$ cat src/rtl/calc_pkg.sv
// Shared types for the RPN calculator core: opcodes, error codes and FSM states.
package calc_pkg;

  typedef enum logic [2:0] {
    OP_NOP   = 3'd0,
    OP_PUSH  = 3'd1,
    OP_POP   = 3'd2,
    OP_ADD   = 3'd3,
    OP_SUB   = 3'd4,
    OP_MUL   = 3'd5,
    OP_SWAP  = 3'd6,
    OP_CLEAR = 3'd7
  } opcode_e;

  typedef enum logic [1:0] {
    ERR_NONE      = 2'd0,
    ERR_UNDERFLOW = 2'd1,
    ERR_OVERFLOW  = 2'd2
  } err_code_e;

  typedef enum logic {
    S_IDLE = 1'b0,
    S_MUL  = 1'b1
  } state_e;

endpackage

$ cat src/rtl/rpn_calc_core_if.sv
// Command/result bundle of the RPN calculator core; the core takes the slave side.
interface rpn_calc_core_if #(
  parameter int WIDTH = 8,
  parameter int DEPTH = 4
) ();
  logic                       cmd_valid;
  logic                       cmd_ready;
  logic [2:0]                 cmd_op;
  logic [WIDTH-1:0]           cmd_data;
  logic [WIDTH-1:0]           top;
  logic [WIDTH-1:0]           next;
  logic [$clog2(DEPTH+1)-1:0] count;
  logic                       err;
  logic [1:0]                 err_code;

  modport master (
    output cmd_valid, cmd_op, cmd_data,
    input  cmd_ready, top, next, count, err, err_code
  );

  modport slave (
    input  cmd_valid, cmd_op, cmd_data,
    output cmd_ready, top, next, count, err, err_code
  );
endinterface

$ cat src/rtl/calc_seq_mult.sv
// Radix-2 shift-add multiplier, one multiplier bit per cycle, truncated to WIDTH bits.
module calc_seq_mult #(
  parameter int WIDTH = 8
) (
  input  logic             clk,
  input  logic             rst,
  input  logic             start,
  input  logic [WIDTH-1:0] a,
  input  logic [WIDTH-1:0] b,
  output logic             busy,
  output logic             done,
  output logic [WIDTH-1:0] product
);
  localparam int CNTW = $clog2(WIDTH + 1);

  logic [WIDTH-1:0] mcand, mplier, acc, step;
  logic [CNTW-1:0]  cnt;

  // The last partial product is added combinationally so the result is ready
  // on the same edge that done is sampled, WIDTH cycles after start.
  assign step    = acc + (mplier[0] ? mcand : '0);
  assign product = step;
  assign done    = busy && (cnt == CNTW'(1));

  // NOTE: sequential state uses non-blocking (<=) so every register samples
  // pre-edge values; blocking here would create order-dependent races.
  always_ff @(posedge clk or posedge rst) begin
    if (rst) begin
      busy   <= 1'b0;
      cnt    <= '0;
      acc    <= '0;
      mcand  <= '0;
      mplier <= '0;
    end else if (start) begin
      busy   <= 1'b1;
      cnt    <= CNTW'(WIDTH);
      acc    <= '0;
      mcand  <= a;
      mplier <= b;
    end else if (busy) begin
      acc    <= step;
      mcand  <= mcand << 1;
      mplier <= mplier >> 1;
      cnt    <= cnt - CNTW'(1);
      if (cnt == CNTW'(1)) busy <= 1'b0;
    end
  end
endmodule

$ cat src/rtl/rpn_calc_core.sv
// Stack-based integer calculator: DEPTH x WIDTH operand stack driven by
// valid/ready commands; MUL runs on an iterative multiplier.
module rpn_calc_core
  import calc_pkg::*;
#(
  parameter int WIDTH = 8,
  parameter int DEPTH = 4
) (
  input logic            clk,
  input logic            rst,
  rpn_calc_core_if.slave bus
);
  localparam int CW = $clog2(DEPTH + 1);
  localparam int AW = (DEPTH > 1) ? $clog2(DEPTH) : 1;

  typedef logic [CW-1:0] cnt_t;
  typedef logic [AW-1:0] idx_t;

  state_e           state;
  cnt_t             count;
  logic             err;
  err_code_e        err_code;
  logic [WIDTH-1:0] stack [DEPTH];

  idx_t             idx_top, idx_next, idx_push;
  logic             has1, has2, full, accept, mul_start;
  logic [WIDTH-1:0] top_v, next_v, product;
  logic             mul_busy, mul_done;
  opcode_e          op;

  logic             we_a, we_b, raise;
  idx_t             idx_a, idx_b;
  logic [WIDTH-1:0] data_a, data_b;
  err_code_e        raise_code;

  assign op        = opcode_e'(bus.cmd_op);
  assign idx_top   = idx_t'(count - cnt_t'(1));
  assign idx_next  = idx_t'(count - cnt_t'(2));
  assign idx_push  = idx_t'(count);
  assign has1      = (count != '0);
  assign has2      = (count >= cnt_t'(2));
  assign full      = (count == cnt_t'(DEPTH));
  assign top_v     = has1 ? stack[idx_top]  : '0;
  assign next_v    = has2 ? stack[idx_next] : '0;
  assign accept    = bus.cmd_valid && (state == S_IDLE);
  assign mul_start = accept && (op == OP_MUL) && has2;

  calc_seq_mult #(.WIDTH(WIDTH)) u_mult (
    .clk    (clk),
    .rst    (rst),
    .start  (mul_start),
    .a      (next_v),
    .b      (top_v),
    .busy   (mul_busy),
    .done   (mul_done),
    .product(product)
  );

  // NOTE: every signal assigned here gets a default first, so no path can
  // leave it unassigned and infer a latch.
  always_comb begin
    we_a       = 1'b0;
    idx_a      = idx_top;
    data_a     = '0;
    we_b       = 1'b0;
    idx_b      = idx_next;
    data_b     = '0;
    raise      = 1'b0;
    raise_code = ERR_NONE;
    if (state == S_MUL) begin
      if (mul_done) begin
        we_a   = 1'b1;
        idx_a  = idx_next;
        data_a = product;
      end
    end else if (accept) begin
      unique case (op)
        OP_PUSH: begin
          if (full) begin
            raise      = 1'b1;
            raise_code = ERR_OVERFLOW;
          end else begin
            we_a   = 1'b1;
            idx_a  = idx_push;
            data_a = bus.cmd_data;
          end
        end
        OP_POP: begin
          if (!has1) begin
            raise      = 1'b1;
            raise_code = ERR_UNDERFLOW;
          end
        end
        OP_ADD, OP_SUB, OP_MUL, OP_SWAP: begin
          if (!has2) begin
            raise      = 1'b1;
            raise_code = ERR_UNDERFLOW;
          end else if (op == OP_ADD) begin
            we_a   = 1'b1;
            idx_a  = idx_next;
            data_a = next_v + top_v;
          end else if (op == OP_SUB) begin
            we_a   = 1'b1;
            idx_a  = idx_next;
            data_a = next_v - top_v;
          end else if (op == OP_SWAP) begin
            we_a   = 1'b1;
            data_a = next_v;
            we_b   = 1'b1;
            data_b = top_v;
          end
        end
        default: ;
      endcase
    end
  end

  // NOTE: the stack array has no reset; count alone marks entries valid, so
  // reset and CLEAR only need to zero the pointer.
  always_ff @(posedge clk) begin
    if (we_a) stack[idx_a] <= data_a;
    if (we_b) stack[idx_b] <= data_b;
  end

  always_ff @(posedge clk or posedge rst) begin
    if (rst) begin
      state    <= S_IDLE;
      count    <= '0;
      err      <= 1'b0;
      err_code <= ERR_NONE;
    end else begin
      if (state == S_MUL) begin
        if (mul_done) begin
          count <= count - cnt_t'(1);
          state <= S_IDLE;
        end
      end else if (accept) begin
        unique case (op)
          OP_PUSH:        if (!full) count <= count + cnt_t'(1);
          OP_POP:         if (has1)  count <= count - cnt_t'(1);
          OP_ADD, OP_SUB: if (has2)  count <= count - cnt_t'(1);
          OP_MUL:         if (has2)  state <= S_MUL;
          OP_CLEAR: begin
            count    <= '0;
            err      <= 1'b0;
            err_code <= ERR_NONE;
          end
          default: ;
        endcase
      end
      // Only the first error since the last CLEAR is recorded.
      if (raise) begin
        err <= 1'b1;
        if (!err) err_code <= raise_code;
      end
    end
  end

  a_mul_busy: assert property (@(posedge clk) disable iff (rst)
                               (state == S_MUL) |-> mul_busy);

  assign bus.cmd_ready = (state == S_IDLE);
  assign bus.top       = top_v;
  assign bus.next      = next_v;
  assign bus.count     = count;
  assign bus.err       = err;
  assign bus.err_code  = err_code;
endmodule
$ cat src/flat_wrapper.sv
// flat-port wrapper written by rule: the top's interface ports become plain ports
module rpn_calc_core_flat import calc_pkg::*;
#(
  parameter int WIDTH = 8,
  parameter int DEPTH = 4
)
  (clk, rst, bus_cmd_valid, bus_cmd_op, bus_cmd_data, bus_cmd_ready, bus_top, bus_next, bus_count, bus_err, bus_err_code);
  rpn_calc_core_if #(.WIDTH(WIDTH), .DEPTH(DEPTH)) bus_i ();
  input logic clk;
  input logic rst;
  input wire logic [$bits(bus_i.cmd_valid)-1:0] bus_cmd_valid;
  input wire logic [$bits(bus_i.cmd_op)-1:0] bus_cmd_op;
  input wire logic [$bits(bus_i.cmd_data)-1:0] bus_cmd_data;
  output wire logic [$bits(bus_i.cmd_ready)-1:0] bus_cmd_ready;
  output wire logic [$bits(bus_i.top)-1:0] bus_top;
  output wire logic [$bits(bus_i.next)-1:0] bus_next;
  output wire logic [$bits(bus_i.count)-1:0] bus_count;
  output wire logic [$bits(bus_i.err)-1:0] bus_err;
  output wire logic [$bits(bus_i.err_code)-1:0] bus_err_code;
  assign bus_i.cmd_valid = bus_cmd_valid;
  assign bus_i.cmd_op = bus_cmd_op;
  assign bus_i.cmd_data = bus_cmd_data;
  assign bus_cmd_ready = bus_i.cmd_ready;
  assign bus_top = bus_i.top;
  assign bus_next = bus_i.next;
  assign bus_count = bus_i.count;
  assign bus_err = bus_i.err;
  assign bus_err_code = bus_i.err_code;
  rpn_calc_core #(.WIDTH(WIDTH), .DEPTH(DEPTH)) u_core (.clk(clk), .rst(rst), .bus(bus_i));
endmodule
$ cat config.mk
export PLATFORM = sky130hd
export DESIGN_NAME = rpn_calc_core_flat
export DESIGN_NICKNAME = d
export VERILOG_FILES = /design/src/rtl/calc_pkg.sv /design/src/rtl/rpn_calc_core_if.sv /design/src/rtl/calc_seq_mult.sv /design/src/rtl/rpn_calc_core.sv /design/src/flat_wrapper.sv
export SDC_FILE = /design/constraint.sdc
export NUM_CORES = 1
export LEC_CHECK = 0
export ABC_AREA = 0
export CAP_MARGIN = 5
export CORE_ASPECT_RATIO = 2
export CORE_MARGIN = 3
export CORE_UTILIZATION = 65
export CTS_BUF_LIST = sky130_fd_sc_hd__clkbuf_2 sky130_fd_sc_hd__clkbuf_4 sky130_fd_sc_hd__clkbuf_8
export DETAILED_ROUTE_END_ITERATION = 8
export PLACE_DENSITY_LB_ADDON = 0.2
export SKIP_LAST_GASP = 1
export SLEW_MARGIN = 20
export SYNTH_ARGS = -nofsm -noshare
export SYNTH_HDL_FRONTEND = slang
export SYNTH_SLANG_ARGS = --single-unit
$ cat constraint.sdc
create_clock -name clk -period 11.17 [get_ports clk]
set_clock_uncertainty 0.05 [all_clocks]
set_input_delay 2.234 -clock clk [delete_from_list [all_inputs] [get_ports clk]]
set_output_delay 2.234 -clock clk [all_outputs]
set_load 0.01 [all_outputs]
==> results of run 1 <==
-- final cells by class --
class | count | area share (%)
clock buffer | 15 | 3.19
tap | 96 | 2.04
multi-input combinational | 450 | 53.8
timing repair buffer | 42 | 6.89
clock inverter | 1 | 0.511
inverter | 30 | 1.96
sequential | 68 | 31.7
-- power by group --
group | internal [uW] | leakage, uW | total, uW | switching, uW
registers | 336 | 0.000753 | 414 | 78.1
clock network | 129 | 0.000114 | 219 | 90.3
logic | 563 | 0.00161 | 1340 | 780
total | 1030 | 0.00248 | 1980 | 948
-- per-stage QoR --
| step | worst slack, ns | hold slack [ns] | std cells | cell area [sq um] | power [uW] |
|---|---|---|---|---|---|
| after global routing | 4.54 | 0.507 | 702 | 5880 | 2100 |
| final | 4.84 | 0.467 | 702 | 5880 | 1980 |
| after detailed placement | 4.98 | 0.452 | 686 | 5660 | 1730 |
| after CTS | 4.83 | 0.469 | 702 | 5880 | 1950 |
| after floorplan | 6.56 | 0.441 | 583 | 5300 | 1340 |
| after global placement | 5.15 | 0.441 | 686 | 5660 | 1700 |
-- state kept, by name, summed over array words and instances (netlist names) --
name and cells:
u_core.stack 32, u_core.u_mult.acc 8, u_core.u_mult.mcand 8, u_core.u_mult.mplier 8, u_core.u_mult.cnt 4, u_core.bus.count 3, u_core.bus.err_code 2, u_core.bus.err 1
u_core.state 1, u_core.u_mult.busy 1
-- how the worst min path moves through the flow --
stage | startpoint | endpoint | slack, ns | depth (start not counted)
6_report | u_core.bus.err_code[0] | u_core.bus.err_code[0] | 0.47 | 2
5_1_grt | u_core.u_mult.acc[0] | u_core.u_mult.acc[0] | 0.51 | 2
4_1_cts | u_core.bus.err_code[0] | u_core.bus.err_code[0] | 0.47 | 2
3_5_place_dp | u_core.bus.err_code[0] | u_core.bus.err_code[0] | 0.45 | 2
3_3_place_gp | u_core.bus.err_code[1] | u_core.bus.err_code[1] | 0.44 | 2
2_1_floorplan | u_core.u_mult.acc[0] | u_core.u_mult.acc[0] | 0.44 | 2
-- cell families after synthesis --
kind of cell             synth area share (%)
multiplexers                             11.1
AO/OA/AOI/OAI                            19.6
adder cells (fa/ha/maj)                  7.60
AND/OR/NAND/NOR                          17.6
XOR/XNOR                                 3.66
buffers and inverters                    5.33
flip-flops                               35.1
-- critical path: cells and delay by family, from the launching register on --
family                     cells  cell delay [ns]
adders and majority gates      1             0.84
muxes                          1             0.27
buffers and inverters          3             1.08
DFF                            1             1.04
AOI/OAI and AO/OA              1             0.46
-- metal layers --
metal  GRT usage [%]  vias up
met5               0        -
met4            17.8        0
met3            5.74       73
met2            61.2      213
met1            35.1     2157
li1                -     2134
-- layout by cell type (no fill, tap or decap), drive strengths merged, types with 6 or more instances in the layout --
cell type      netlist  routed
nor2                56      56
nor3                 6       6
buf                 10       6
a21oi               46      46
nand2               64      64
nor2b               10      10
a211oi              11      11
and2                17      17
ha                  29      29
mux4                10      10
edfxtp              32      32
nand3                7       7
a22oi                7       7
mux2i               33      33
a31oi                9       9
dfrtp               36      36
inv                 30      30
clkdlybuf4s50        0      36
o21ai               41      41
clkbuf              25      15
xnor2               16      16
nand2b               9       9
-- synth_stat cells (5+ instances only) --
master	number
dfrtp_1	36
nand2b_1	8
o21a_1	5
nor3_1	6
a211oi_1	10
xnor2_1	15
o21ai_0	40
a21oi_1	46
nor2_1	56
ha_1	29
mux4_2	10
and2_1	17
inv_1	28
a22oi_1	7
nand2_1	62
nand3_1	7
nor2b_1	10
clkbuf_1	24
nand4_1	5
edfxtp_1	32
mux2i_1	33
a31oi_1	7
==> flow_summary.json, run 1 <==
{
  "outcome": "finished clean",
  "synth-async-reset-ratio_pct": 52.9,
  "worstPathRequired_ns": 8.89,
  "tightest_slew_ns": 1.06,
  "place.detailed.hpwl_mm": 11.7,
  "ys.flop_type": "dfrtp_1",
  "synth_seq_area_share_pct": 35.1,
  "register_area_sq_um": 1860,
  "root_buffer": "clkbuf_8",
  "grt_max_degree": 47,
  "worstPathCellList": "inv_1, ha_1, mux2i_1, o22a_1, inv_1, clkdlybuf4s50_1",
  "cts_sinks": 68,
  "antenna_cells": 0,
  "wl_per_cell_um": 21.4,
  "fin_crit_ns": 6.33,
  "final-setup-viol-count": 0,
  "cp_max_fo": 23,
  "endpoint_kind": "output port",
  "synth_top_area_share_pct": 18.1,
  "numPortBuffers": 36,
  "postCtsSetupRepairBufs": 0,
  "fill_cells": 628,
  "htreeDepth": 3,
  "core-area_sq_um": 7940,
  "fin_crit_sh_pct": 56.7,
  "synth_top_area_cell": "edfxtp_1",
  "tns_ns": 0,
  "yosys.cell_types.count": 72,
  "rows": 46,
  "gr-total-overflow": 0,
  "reg2regPathDepth": 15,
  "reg2reg_to": "u_core.stack[0][4]",
  "antenna_found_initial": 0,
  "ys_seq_elements": 68,
  "syn_inst": 583,
  "synth.avg_cell_area_sq_um": 9.10,
  "route.detailed.drc": 0,
  "grt_pass1_wl_mm": 24.0,
  "syn_nets": 628,
  "p_leak_uw": 0.00248,
  "io_pins": 37,
  "ys_warn_count": 0,
  "grt_pass1_vias": 4633,
  "multi_input_area_sq_um": 3160,
  "final-hold-violation-count": 0,
  "clkTransAtPathRegs_ns": 0.07,
  "fp.dieArea_sq_um": 9350,
  "grtUsageTotal_pct": 33.2,
  "crit_type": "reg -> out",
  "met2_length_mm": 8.13,
  "maxSlewHeadroom_pct": 28.9,
  "yosys-top-cells-area": "edfxtp_1, dfrtp_1, ha_1",
  "wl_mm": 15.0,
  "num_vias": 4577,
  "routabilityCongestion": 0.989,
  "final_max_slew_viol_count": 0,
  "powerDensity_nw_per_um2": 336,
  "vdd_ir_drop_max_mv": 0.240,
  "cpPeakStageDelay_ns": 1.04,
  "wl_met1_mm": 5.21,
  "worst-r2r-setup-slack_ns": 5.31,
  "synth_area_sq_um": 5300,
  "cts_buffers": 9,
  "synth_edf_count": 32,
  "drtIter0Drc": 421,
  "clk_latency_ns": 0.36,
  "critPathLaunch": "u_core.bus.count[0]",
  "die_y_um": 134,
  "path_common_cell": "inv_1",
  "postRouteAntennaNets": 0,
  "startpoint_type": "flop",
  "postCtsResizedCells": 0,
  "rsz0062_at_grt": "no",
  "arrival_ns": 4.05,
  "top_layer_used": "met4",
  "hold_class": "reg -> reg",
  "fmax_ghz": 0.158,
  "cts_tree": "built",
  "final_util_pct": 74.1,
  "clockBufferDepth": 2,
  "start_util_pct": 66.8,
  "drt_first_pass_iters": 6,
  "maxCapViolations": 0,
  "dieWidth_um": 69.9,
  "critical_path.slowest_cell": "dfrtp_1",
  "rr_startpoint": "u_core.bus.count[0]",
  "syn_to_final_growth_pct": 10.9,
  "wl_met3_um": 815,
  "viasPerCell": 6.52,
  "layout-drive-gt1-share_pct": 9.24,
  "hold_buffers": 0,
  "final_nets": 646,
  "crit_end": "bus_top[1]"
}
Note: power is estimated with default switching activity, not from simulation.
==> run 2, diff against run 1 <==
--- a/config.mk
+++ b/config.mk
@@ -9,7 +9,7 @@
 export CAP_MARGIN = 5
 export CORE_ASPECT_RATIO = 2
 export CORE_MARGIN = 3
-export CORE_UTILIZATION = 65
+export CORE_UTILIZATION = 56
 export CTS_BUF_LIST = sky130_fd_sc_hd__clkbuf_2 sky130_fd_sc_hd__clkbuf_4 sky130_fd_sc_hd__clkbuf_8
 export DETAILED_ROUTE_END_ITERATION = 8
 export PLACE_DENSITY_LB_ADDON = 0.2
==> constraint.sdc (replaced) <==
create_clock -name clk -period 5.3 [get_ports clk]
set_clock_uncertainty 0.05 [all_clocks]
set_input_delay 1.06 -clock clk [delete_from_list [all_inputs] [get_ports clk]]
set_output_delay 1.06 -clock clk [all_outputs]
set_load 0.01 [all_outputs]
==> run 2 against run 1 <==
First-iteration DRC count is 12% lower. Sequential cell count unchanged. Non-clock buffer count rose by 7. Die area is 15% higher. Total power up 110%. Critical path depth up 9. Count of clock-buffer cells in the layout shrank 4. Sequential power rose by 97%. Critical path type is now reg -> reg.
==> flow_summary.json, run 2 (synthesis results as in run 1) <==
{
  "outcome": "finished clean",
  "rows": 49,
  "fmax_ghz": 0.232,
  "tns_ns": 0,
  "vdd_ir_drop_max_mv": 0.405,
  "core-area_sq_um": 9140,
  "rr_startpoint": "u_core.bus.count[0]",
  "cp_max_fo": 13,
  "syn_to_final_growth_pct": 11.5,
  "postCtsSetupRepairBufs": 0,
  "grt_max_degree": 47,
  "io_pins": 37,
  "htreeDepth": 3,
  "final_util_pct": 64.8,
  "layout_common_cells": "nand2_1, nor2_1, a21oi_1",
  "clkTransAtPathRegs_ns": 0.08,
  "drt_first_pass_iters": 5,
  "layout-drive-gt1-share_pct": 10.1,
  "largest_register": "u_core.stack",
  "final_common_cell": "nand2_1",
  "maxSlewHeadroom_pct": 42.9,
  "final-hold-violation-count": 0,
  "arrival_ns": 4.36,
  "wl_per_cell_um": 21.8,
  "grt_pass1_wl_mm": 24.2,
  "powerDensity_nw_per_um2": 701,
  "final_nets": 653,
  "cts_buffers": 9,
  "clk_latency_ns": 0.37,
  "worstHoldStart": "u_core.bus.err_code[0]",
  "final-setup-viol-count": 0,
  "gr-total-overflow": 0,
  "hold_class": "reg -> reg",
  "p_leak_uw": 0.00250,
  "drtIter0Drc": 371,
  "fin_crit_sh_pct": 81.5,
  "startpoint_type": "flop",
  "num_vias": 4623,
  "maxCapViolations": 0,
  "route.detailed.drc": 0,
  "worstPathRequired_ns": 5.34,
  "largest_reg_flops": 32,
  "dieWidth_um": 74.8,
  "crit_type": "reg -> reg",
  "cts_sinks": 68,
  "hold_path_depth": 2,
  "clockBufferDepth": 2,
  "hold_buffers": 0,
  "rsz0062_at_grt": "no",
  "root_buffer": "clkbuf_8",
  "antenna_found_initial": 0,
  "place.detailed.hpwl_mm": 11.9,
  "antenna_cells": 0,
  "fp.dieArea_sq_um": 10700,
  "numPortBuffers": 36,
  "tightest_slew_ns": 0.852,
  "postRouteAntennaNets": 0,
  "reg2regPathDepth": 15,
  "start_util_pct": 58.1,
  "viasPerCell": 6.47,
  "final_max_slew_viol_count": 0,
  "grt_pass1_vias": 4682,
  "wl_mm": 15.6,
  "holdWs_ns": 0.476,
  "grtUsageTotal_pct": 30.5,
  "endpoint_kind": "flop",
  "routabilityCongestion": 1.05,
  "worst-r2r-setup-slack_ns": 0.98,
  "die_y_um": 144,
  "critPathLaunch": "u_core.bus.count[0]",
  "cts_tree": "built",
  "fin_crit_ns": 4.32,
  "postCtsResizedCells": 0
}
==> run 2: changes by cell type in the layout (fill, tap and decap cells not counted), sizes merged <==
cell / delta
clkinv: +4
clkbuf: -4
buf: +7
==> run 2: cell type report <==
| cell class | instances | area, sq um |
|---|---|---|
| Fill cell | 775 | 3220 |
| Multi-Input combinational cell | 450 | 3160 |
| Sequential cell | 68 | 1860 |
| Timing Repair Buffer | 49 | 458 |
| Clock buffer | 11 | 139 |
| Tap cell | 102 | 128 |
| Inverter | 30 | 115 |
| Clock inverter | 5 | 52.6 |
==> run 2: worst max-delay path, cell delays in order (launching register included) <==
cell	delay (ns)
dfrtp_1	0.36
inv_1	0.14
ha_1	0.36
buf_4	0.25
mux2i_1	0.22
o22a_1	0.44
inv_1	0.17
ha_1	0.25
nor2_1	0.25
o21bai_1	0.10
a21oi_1	0.34
nor4_1	0.10
nor3_1	0.27
o22ai_1	0.13
a31oi_1	0.43
a21oi_1	0.16
==> run 2: power breakdown <==
part | switching [uW] | internal (uW)
combinational | 1690 | 1210
sequential | 107 | 708
clock | 205 | 225
total | 2010 | 2140
==> run 2: path summary, 6_finish.rpt <==
kind,end
worst max register to register,u_core.stack[1][6]
max in group asynchronous,u_core.u_mult.mcand[4]
min in group asynchronous,u_core.u_mult.cnt[2]
worst min register to register,u_core.bus.err_code[0]
worst max-delay path,u_core.stack[1][6]
worst min-delay path,u_core.bus.err_code[0]
==> run 2: per-stage QoR <==
step | instance area [sq um] | setup slack [ns] | instances | power [uW]
global placement | 5720 | 1.04 | 699 | 3640
CTS | 5920 | 1.03 | 715 | 4110
finish | 5920 | 0.983 | 715 | 4150
floorplan | 5300 | 1.07 | 583 | 2830
global route | 5920 | 0.749 | 715 | 4390
detailed placement | 5720 | 1.06 | 699 | 3670
==> run 2: routing by layer <==
metal | global-route usage, % | vias up | part of all wire, % | wire length (um)
met4 | 19.3 | 0 | 6.6 | 1030
met2 | 53.1 | 207 | 52 | 8070
met1 | 32.9 | 2195 | 36 | 5620
met3 | 5.18 | 72 | 5.8 | 900
li1 | - | 2149 | - | -
met5 | 0 | - | 0 | 0
==> run 3, diff against run 2 <==
==> constraint.sdc (replaced) <==
create_clock -name clk -period 3.85 [get_ports clk]
set_clock_uncertainty 0.05 [all_clocks]
set_input_delay 0.77 -clock clk [delete_from_list [all_inputs] [get_ports clk]]
set_output_delay 0.77 -clock clk [all_outputs]
set_load 0.01 [all_outputs]
==> run 3 against run 2 <==
Via count grew 3.1%. Hold slack worse by 0.0028 ns. Critical path depth is 1 higher. First-iteration DRC count decreased by 0.81%. Final area grew 6.2%. Die area unchanged. Utilization is 4.0 points higher.
==> flow_summary.json, run 3 (synthesis results as in run 1) <==
{
  "final_common_cell": "nand2_1",
  "cp_max_fo": 10,
  "fin_crit_ns": 3.75,
  "hold_class": "reg -> reg",
  "final-hold-violation-count": 0,
  "layout_common_cells": "nand2_1, nor2_1, a21oi_1",
  "clkTransAtPathRegs_ns": 0.07,
  "rsz0062_at_grt": "no",
  "wl_mm": 15.7,
  "start_util_pct": 58.1,
  "power_uw": 6180,
  "layout-drive-gt1-share_pct": 17.6,
  "rr_startpoint": "u_core.bus.count[0]",
  "worstPathRequired_ns": 4.02,
  "drtIter0Drc": 368,
  "antenna_cells": 0,
  "arrival_ns": 3.92,
  "cts_buffers": 9,
  "grtUsageTotal_pct": 30.9,
  "route.detailed.drc": 0,
  "layout_setup_ws_ns": 0.101,
  "endpoint_kind": "flop",
  "fin_area_sq_um": 6280,
  "pre_cts_ws_ns": -0.0266,
  "largest_register": "u_core.stack",
  "dieWidth_um": 74.8,
  "grt_pass1_wl_mm": 24.8,
  "die_y_um": 144,
  "viasPerCell": 6.41,
  "routabilityCongestion": 0.974,
  "final_util_pct": 68.8,
  "cts_sinks": 68,
  "vdd_ir_drop_max_mv": 0.497,
  "placed_cell_area_sq_um": 6020,
  "core-area_sq_um": 9140,
  "outcome": "finished clean",
  "multi_input_area_sq_um": 3280,
  "crit_type": "reg -> reg",
  "final_max_slew_viol_count": 0,
  "numPortBuffers": 36,
  "postRouteAntennaNets": 0,
  "fin_crit_sh_pct": 97.4,
  "reg2reg_to": "u_core.stack[2][4]",
  "antenna_found_initial": 0,
  "cts_tree": "built",
  "holdWs_ns": 0.473,
  "fp.dieArea_sq_um": 10700,
  "largest_reg_flops": 32,
  "critPathLaunch": "u_core.bus.count[0]",
  "crit_end": "u_core.stack[2][4]",
  "fill_cells": 765,
  "final-setup-viol-count": 0,
  "tightest_slew_ns": 0.608,
  "fmax_ghz": 0.267,
  "maxSlewHeadroom_pct": 59.5,
  "clockBufferDepth": 2,
  "grt_max_degree": 47,
  "reg2regPathDepth": 16,
  "maxCapViolations": 0,
  "drt_first_pass_iters": 5,
  "htreeDepth": 3,
  "register_area_sq_um": 1860,
  "gr-total-overflow": 0,
  "wl_per_cell_um": 21.1,
  "powerDensity_nw_per_um2": 984,
  "clk_latency_ns": 0.37,
  "num_vias": 4767,
  "rows": 49,
  "grt_pass1_vias": 4840,
  "final_nets": 682,
  "startpoint_type": "flop",
  "root_buffer": "clkbuf_8",
  "io_pins": 37,
  "p_leak_uw": 0.00265,
  "worst-r2r-setup-slack_ns": 0.10,
  "place.detailed.hpwl_mm": 12.2,
  "syn_to_final_growth_pct": 18.4
}
==> run 3: changes by cell type in the layout (fill, tap and decap cells not counted), moves of 4 or more <==
cell | before | now
buf_4 | 13 | 41
a21oi_1 | 46 | 42
a21oi_2 | 0 | 4
ha_1 | 29 | 25
ha_4 | 0 | 4
inv_1 | 28 | 24
==> run 3: metrics by stage <==
stage | setup TNS [ns] | instances
2_1_floorplan | -0.0708 | 583
3_3_place_gp | 0 | 727
3_5_place_dp | -0.0790 | 727
4_1_cts | 0 | 743
5_1_grt | 0 | 744
6_report | 0 | 744
==> run 3: repair_timing <==
item | CTS | global route
hold buffers | 0 | 0
endpoints found under the setup margin | 6 | 11
pin swaps | 0 | 2
hold endpoints to repair | 0 | 0
resized for setup | 1 | 9
setup buffers | 0 | 1
==> run 3: power breakdown <==
part / switching [uW] / leakage [uW] / total, uW / internal [uW]
Sequential: 152 / 0.000751 / 1130 / 977
Combinational: 2460 / 0.00179 / 4440 / 1980
Clock: 268 / 0.000108 / 613 / 345
==> run 3: worst min path at each step <==
stage,startpoint,endpoint,depth (start not counted)
after global routing,u_core.bus.err_code[1],u_core.bus.err_code[1],2
final,u_core.bus.err_code[1],u_core.bus.err_code[1],2
after floorplan,u_core.u_mult.acc[0],u_core.u_mult.acc[0],2
after CTS,u_core.bus.err_code[1],u_core.bus.err_code[1],2
after global placement,u_core.bus.err_code[0],u_core.bus.err_code[0],2
after detailed placement,u_core.bus.err_code[1],u_core.bus.err_code[1],2
==> run 3: critical path, cell delays in order, from the launching register on <==
cell	delay [ns]
dfrtp_2	0.40
clkinvlp_4	0.11
ha_4	0.38
mux4_2	0.55
nand2_4	0.11
inv_4	0.05
ha_4	0.16
fa_2	0.38
nand2b_4	0.15
a21oi_2	0.13
nor3_1	0.06
o31ai_1	0.27
a22oi_1	0.15
nor3_1	0.24
a221oi_2	0.07
buf_4	0.18
a21oi_1	0.15
==> run 3: final cells by class <==
type                       instances  share of cell area (%)
clock buffer                      14                    2.67
clock inverter                     2                   0.558
inverter                          30                    1.97
multi-input combinational        450                    52.3
sequential                        68                    29.7
tap                              102                    2.03
timing repair buffer              78                    10.8
==> run 3: layer usage <==
layer / track usage [%] / up-vias / wire length (um)
met4: 16.2 / 0 / 810
met3: 4.55 / 60 / 796
met1: 33.9 / 2303 / 5620
li1: - / 2210 / -
met2: 55.5 / 194 / 8460
met5: 0 / - / 0
